<file path="src/rtl/score_arbiter_pkg.sv">
// rtl/score_arbiter_pkg.sv - shared types and constants for the score arbiter
package score_arbiter_pkg;

  typedef enum logic [1:0] {
    IDLE  = 2'd0,
    SERVE = 2'd1,
    DONE  = 2'd2
  } state_t;

  localparam int NUM_TARGETS_DEF = 3;

  localparam logic [10:0] SCORE_MAX = 11'd2047;

  typedef logic [3:0] bcd_digit_t;

  localparam bcd_digit_t BCD_NINE = 4'd9;

endpackage

</file>
<file path="src/rtl/score_arbiter_bcd_counter2.sv">
// rtl/score_arbiter_bcd_counter2.sv - two-digit saturating BCD incrementer
module bcd_counter2
  import score_arbiter_pkg::*;
(
  input  logic       Clk,
  input  logic       Reset,
  input  logic       i_clear,
  input  logic       i_inc,
  output logic [3:0] o_ones,
  output logic [3:0] o_tens
);

  bcd_digit_t r_ones;
  bcd_digit_t r_tens;
  logic       w_at_max;

  assign w_at_max = (r_ones == BCD_NINE) && (r_tens == BCD_NINE);

  always_ff @(posedge Clk or posedge Reset) begin
    if (Reset) begin
      r_ones <= '0;
      r_tens <= '0;
    end else if (i_clear) begin
      r_ones <= '0;
      r_tens <= '0;
    end else if (i_inc && !w_at_max) begin
      if (r_ones == BCD_NINE) begin
        r_ones <= '0;
        r_tens <= r_tens + 4'd1;
      end else begin
        r_ones <= r_ones + 4'd1;
      end
    end
  end

  assign o_ones = r_ones;
  assign o_tens = r_tens;

endmodule

</file>
<file path="src/rtl/score_arbiter.sv">
// rtl/score_arbiter.sv - once-per-game target capture with round-robin scoring grants
module score_arbiter
  import score_arbiter_pkg::*;
#(
  parameter int NUM_TARGETS = NUM_TARGETS_DEF,
  parameter int ID_W        = 3
) (
  input  logic                   Clk,
  input  logic                   Reset,
  input  logic                   clear,
  input  logic                   enable,
  input  logic [NUM_TARGETS-1:0] hit,
  output logic [NUM_TARGETS-1:0] grant,
  output logic [ID_W-1:0]        grant_id,
  output logic                   score_pulse,
  output logic [10:0]            score,
  output logic [3:0]             bcd_ones,
  output logic [3:0]             bcd_tens,
  output logic [NUM_TARGETS-1:0] pending,
  output logic                   all_scored
);

  localparam logic [ID_W-1:0] LAST_INIT = ID_W'(NUM_TARGETS - 1);

  state_t                 r_state;
  logic [NUM_TARGETS-1:0] r_armed;
  logic [NUM_TARGETS-1:0] r_pending;
  logic [NUM_TARGETS-1:0] r_grant;
  logic [ID_W-1:0]        r_grant_id;
  logic [ID_W-1:0]        r_last_grant;
  logic                   r_score_pulse;
  logic [10:0]            r_score;
  logic                   r_all_scored;

  logic [NUM_TARGETS-1:0] w_capture;
  logic [NUM_TARGETS-1:0] w_grant_vec;
  logic [NUM_TARGETS-1:0] w_pending_nxt;
  logic [NUM_TARGETS-1:0] w_armed_nxt;
  logic [ID_W-1:0]        w_grant_idx;
  logic                   w_found;
  int                     w_cand;

  // Search starts one past the last winner so every pending target is reached within NUM_TARGETS grants.
  always_comb begin
    w_capture = hit & r_armed & ~r_pending & {NUM_TARGETS{enable}};
    if (r_state == DONE) w_capture = '0;
    w_grant_vec = '0;
    w_grant_idx = '0;
    w_found     = 1'b0;
    w_cand      = 0;
    if (enable) begin
      for (int off = 1; off <= NUM_TARGETS; off++) begin
        w_cand = (int'(r_last_grant) + off) % NUM_TARGETS;
        if (!w_found && r_pending[w_cand]) begin
          w_found             = 1'b1;
          w_grant_idx         = ID_W'(w_cand);
          w_grant_vec[w_cand] = 1'b1;
        end
      end
    end
    w_pending_nxt = (r_pending & ~w_grant_vec) | w_capture;
    w_armed_nxt   = r_armed & ~w_capture;
  end

  always_ff @(posedge Clk or posedge Reset) begin
    if (Reset) begin
      r_state       <= IDLE;
      r_armed       <= '1;
      r_pending     <= '0;
      r_grant       <= '0;
      r_grant_id    <= '0;
      r_last_grant  <= LAST_INIT;
      r_score_pulse <= 1'b0;
      r_score       <= '0;
      r_all_scored  <= 1'b0;
    end else if (clear) begin
      r_state       <= IDLE;
      r_armed       <= '1;
      r_pending     <= '0;
      r_grant       <= '0;
      r_grant_id    <= '0;
      r_last_grant  <= LAST_INIT;
      r_score_pulse <= 1'b0;
      r_score       <= '0;
      r_all_scored  <= 1'b0;
    end else begin
      r_armed       <= w_armed_nxt;
      r_pending     <= w_pending_nxt;
      r_grant       <= w_grant_vec;
      r_score_pulse <= w_found;
      if (w_found) begin
        r_grant_id   <= w_grant_idx;
        r_last_grant <= w_grant_idx;
        if (r_score != SCORE_MAX) r_score <= r_score + 11'd1;
      end
      case (r_state)
        IDLE: begin
          if (|w_capture) r_state <= SERVE;
        end
        SERVE: begin
          if (w_pending_nxt == '0) begin
            if (w_armed_nxt == '0) begin
              r_state      <= DONE;
              r_all_scored <= 1'b1;
            end else begin
              r_state <= IDLE;
            end
          end
        end
        DONE: begin
          r_state <= DONE;
        end
        default: begin
          r_state      <= IDLE;
          r_all_scored <= 1'b0;
        end
      endcase
    end
  end

  bcd_counter2 u_bcd (
    .Clk     (Clk),
    .Reset   (Reset),
    .i_clear (clear),
    .i_inc   (w_found),
    .o_ones  (bcd_ones),
    .o_tens  (bcd_tens)
  );

  assign grant       = r_grant;
  assign grant_id    = r_grant_id;
  assign score_pulse = r_score_pulse;
  assign score       = r_score;
  assign pending     = r_pending;
  assign all_scored  = r_all_scored;

endmodule

</file>
<file path="config.mk">
export PLATFORM = sky130hd
export DESIGN_NAME = score_arbiter
export DESIGN_NICKNAME = d
export VERILOG_FILES = /design/src/rtl/score_arbiter_pkg.sv /design/src/rtl/score_arbiter_bcd_counter2.sv /design/src/rtl/score_arbiter.sv
export SDC_FILE = /design/constraint.sdc
export NUM_CORES = 1
export LEC_CHECK = 0
export ABC_AREA = 1
export CAP_MARGIN = 25
export CORE_UTILIZATION = 39
export DETAILED_ROUTE_END_ITERATION = 10
export DONT_BUFFER_PORTS = 1
export PLACE_DENSITY = 0.59
export SYNTH_ARGS = -nofsm -noshare
export SYNTH_HDL_FRONTEND = slang
export SYNTH_SLANG_ARGS = --single-unit
</file>
<file path="constraint.sdc">
create_clock -name Clk -period 3.8 [get_ports Clk]
set_input_delay 0.76 -clock Clk [delete_from_list [all_inputs] [get_ports Clk]]
set_output_delay 0.76 -clock Clk [all_outputs]
set_load 0.02 [all_outputs]
</file>
==> results.yml <==
worst_setup_path:
  crit_arrival_ns: 3.97
  slowest_delay_ns: 0.65
  reg2regPathDepth: 28
  critPathKind: "reg -> reg"
  crit_slowest_cell: "dfstp_2"
  crit_start: "r_last_grant[1]$_DFFE_PP1P_"
  crit_path_start_kind: "register"
  r2r_start: "r_last_grant[1]$_DFFE_PP1P_"
  endpoint: "all_scored$_DFFE_PP0P_"
  timing.rr.end: "all_scored$_DFFE_PP0P_"
  cp.required_ns: 3.99
  r2r_slack_ns: 0.02
  crit_fanout: 5
  critPathCaptureType: "register"
die:
  rows: 33
  coreArea_um2: 8300
  ios: 37
  start_util_pct: 40.7
  die_area_um2: 9030
  dieHeight_um: 95.0
  die_w_um: 95.0
timing:
  finalClockSkew_ns: 0.00700
  period_share_pct: 99.5
  slew_viol_final: 0
  fmax_mhz: 265
  period_minus_slack_ns: 3.78
  rsz0062_at_grt: "yes"
  relSlewSlack_pct: 51.9
  hold_viol_final: 0
  tightestPinTransition_ns: 0.716
  setup_violations: 0
routing:
  ant_nets: 0
  drtIter0Drc: 129
  vias: 3364
  vias_per_cell: 5.12
  dr.pass1.iters: 4
  routed_wirelength_um: 9130
  drc: 0
  routedWlPerCell_um: 13.9
clock_network:
  numCtsBuffers: 5
  path_clk_slew_ns: 0.08
  cts_root_buf: "clkbuf_8"
  cts_sinks: 36
  tritoncts: "built"
  cts_buffer_depth: 2
  h-tree-depth: 2
  worstSkewPairLatency_ns: 0.29
  hold_buffers: 0
global_routing:
  grt_overflow: 0
  grt_antenna_before_repair: 0
  grt_max_degree: 37
  grt_pass1_vias: 3217
  track_usage_pct: 20.0
  grt_pass1_wl_um: 14300
placed_design:
  portBuffers: 0
  hpwl_um: 6390
  gp_congestion: 0.919
synthesis:
  seq_area_frac_synth_pct: 26.8
  synth_top_area_share_pct: 23.7
  synth_flop_cell: "dfrtp_1"
  synth.avg_cell_area_um2: 6.83
  synth-edff-count: 0
  synth_fp_nets: 526
  synthTopCellsByArea: "dfrtp_1 (24%), nand2_1 (13%), ha_1 (9.3%)"
  yosys.area.top_type: "dfrtp_1"
  async_flop_share_pct: 100
  yosys_warnings: 0
  syn_inst: 494
  ys_types: 43
  synth.ff_latch_count: 36
  syn_area_um2: 3380
cells_and_area:
  diodes: 0
  nFillCells: 771
  drive_gt1_share_pct: 38.2
  area_growth_pct: 32.1
  final_common_cell: "nand2_1"
  final_cell_mix: "nand2_1 (92), inv_1 (65), buf_4 (50)"
  finish.net_count: 583
  final_util_pct: 53.7
pwr:
  power_density_nw_per_um2: 935
  totalPowerFinal_mw: 4.17
  peakVddDrop_mv: 0.387
  leakage_nw: 2.10
hold_path:
  hold_path_class: "in -> async"
outcome:
  status: "finished, final reports clean"
run:
  max_cap_viol_count: 0
==> cell usage after synthesis (3+ instances only) <==
| library cell | count |
|---|---|
| ha_1 | 25 |
| dfrtp_1 | 32 |
| nor2_4 | 5 |
| a21oi_2 | 4 |
| o21ai_1 | 4 |
| nand2_2 | 11 |
| nand2_1 | 119 |
| nand2_4 | 10 |
| nand3_1 | 53 |
| o21a_1 | 3 |
| clkbuf_1 | 3 |
| inv_1 | 76 |
| nand3_2 | 5 |
| nor4_1 | 6 |
| o21ai_0 | 19 |
| inv_2 | 10 |
| o211ai_1 | 5 |
| nand4_1 | 5 |
| dfstp_2 | 4 |
| nor3_1 | 14 |
| a21oi_1 | 14 |
| nor2_1 | 38 |
==> sequential cells by signal (all words and copies together) (netlist names) <==
name / count
u_bcd.o_ones: 4
r_state: 2
r_last_grant: 1
grant_id: 3
r_armed: 3
u_bcd.o_tens: 4
grant: 3
score_pulse: 1
pending: 3
score: 11
all_scored: 1
==> cell type report <==
cell class	instances	area (um2)	area share, %
multi-input cells	365	2560	57.4
repair buffers	55	432	9.68
clock inverters	3	18.8	0.421
well taps	105	131	2.95
clock buffers	5	68.8	1.54
inverters	88	343	7.69
flip-flops and latches	36	907	20.3
==> layer usage <==
metal	up-vias	part of all wire, %	wire [um]	track usage, %
li1	1725	-	-	-
met1	1569	44	4020	23.9
met2	58	50	4600	35.6
met3	12	4.6	416	4.78
met4	0	1.1	102	5.30
met5	-	0	0	0
==> cells by family (layout without fill, tap and decap cells) <==
group                    Yosys count  count (layout)  share of synthesized area [%]
flip-flops                        36              36                           26.8
XOR/XNOR                           2               2                          0.519
buffers and inverters             94             151                           10.9
AO/OA/AOI/OAI                     59              59                           11.0
adder cells (fa/ha/maj)           25              25                           9.27
AND/OR/NAND/NOR                  278             279                           41.5
==> critical path: cells and delay by family, from the launching register on <==
kind            cells  cell delay [ns]
simple gates       17             1.47
flops               1             0.65
compound gates      4             0.62
buf+inv             4             0.42
fa+ha+maj           2             0.40
xor+xnor            1             0.10
==> report_power, final <==
part / total [mW] / switching [mW] / internal [mW] / leakage (nW)
Clock: 0.285 / 0.157 / 0.128 / 0.0479
Combinational: 3.26 / 1.94 / 1.32 / 1.57
Sequential: 0.628 / 0.168 / 0.460 / 0.474
==> worst min-delay path by stage <==
| stage | from | endpoint | depth (start not counted) |
|---|---|---|---|
| 2_1_floorplan | r_armed[1]$_DFF_PP1_ | r_armed[1]$_DFF_PP1_ | 2 |
| 5_1_grt | Reset | r_state[0]$_DFFE_PP0P_ | 2 |
| 6_report | Reset | score_pulse$_DFF_PP0_ | 2 |
| 3_5_place_dp | r_armed[0]$_DFF_PP1_ | r_armed[0]$_DFF_PP1_ | 2 |
| 4_1_cts | Reset | r_state[0]$_DFFE_PP0P_ | 2 |
| 3_3_place_gp | r_armed[2]$_DFF_PP1_ | r_armed[2]$_DFF_PP1_ | 2 |
==> metrics by stage <==
stage / cells / setup WS, ns / instance area [um2] / hold WS, ns / setup TNS, ns
floorplan: 494 / 0.0246 / 3380 / 0.465 / 0
global placement: 628 / -0.0417 / 3730 / 0.480 / -0.0970
detailed placement: 628 / -0.189 / 3730 / 0.482 / -1.69
CTS: 640 / 0.0124 / 3900 / 0.474 / 0
global route: 657 / -0.248 / 4460 / 0.489 / -1.54
finish: 657 / 0.0199 / 4460 / 0.457 / 0
==> repair_timing <==
action,4_1_cts,5_1_grt
gates resized for setup,14,113
endpoints found under the setup margin,24,32
pin swaps,3,40
buffers inserted,3,17
cloned,1,0
No activity file was read; power rests on OpenSTA's default activity.
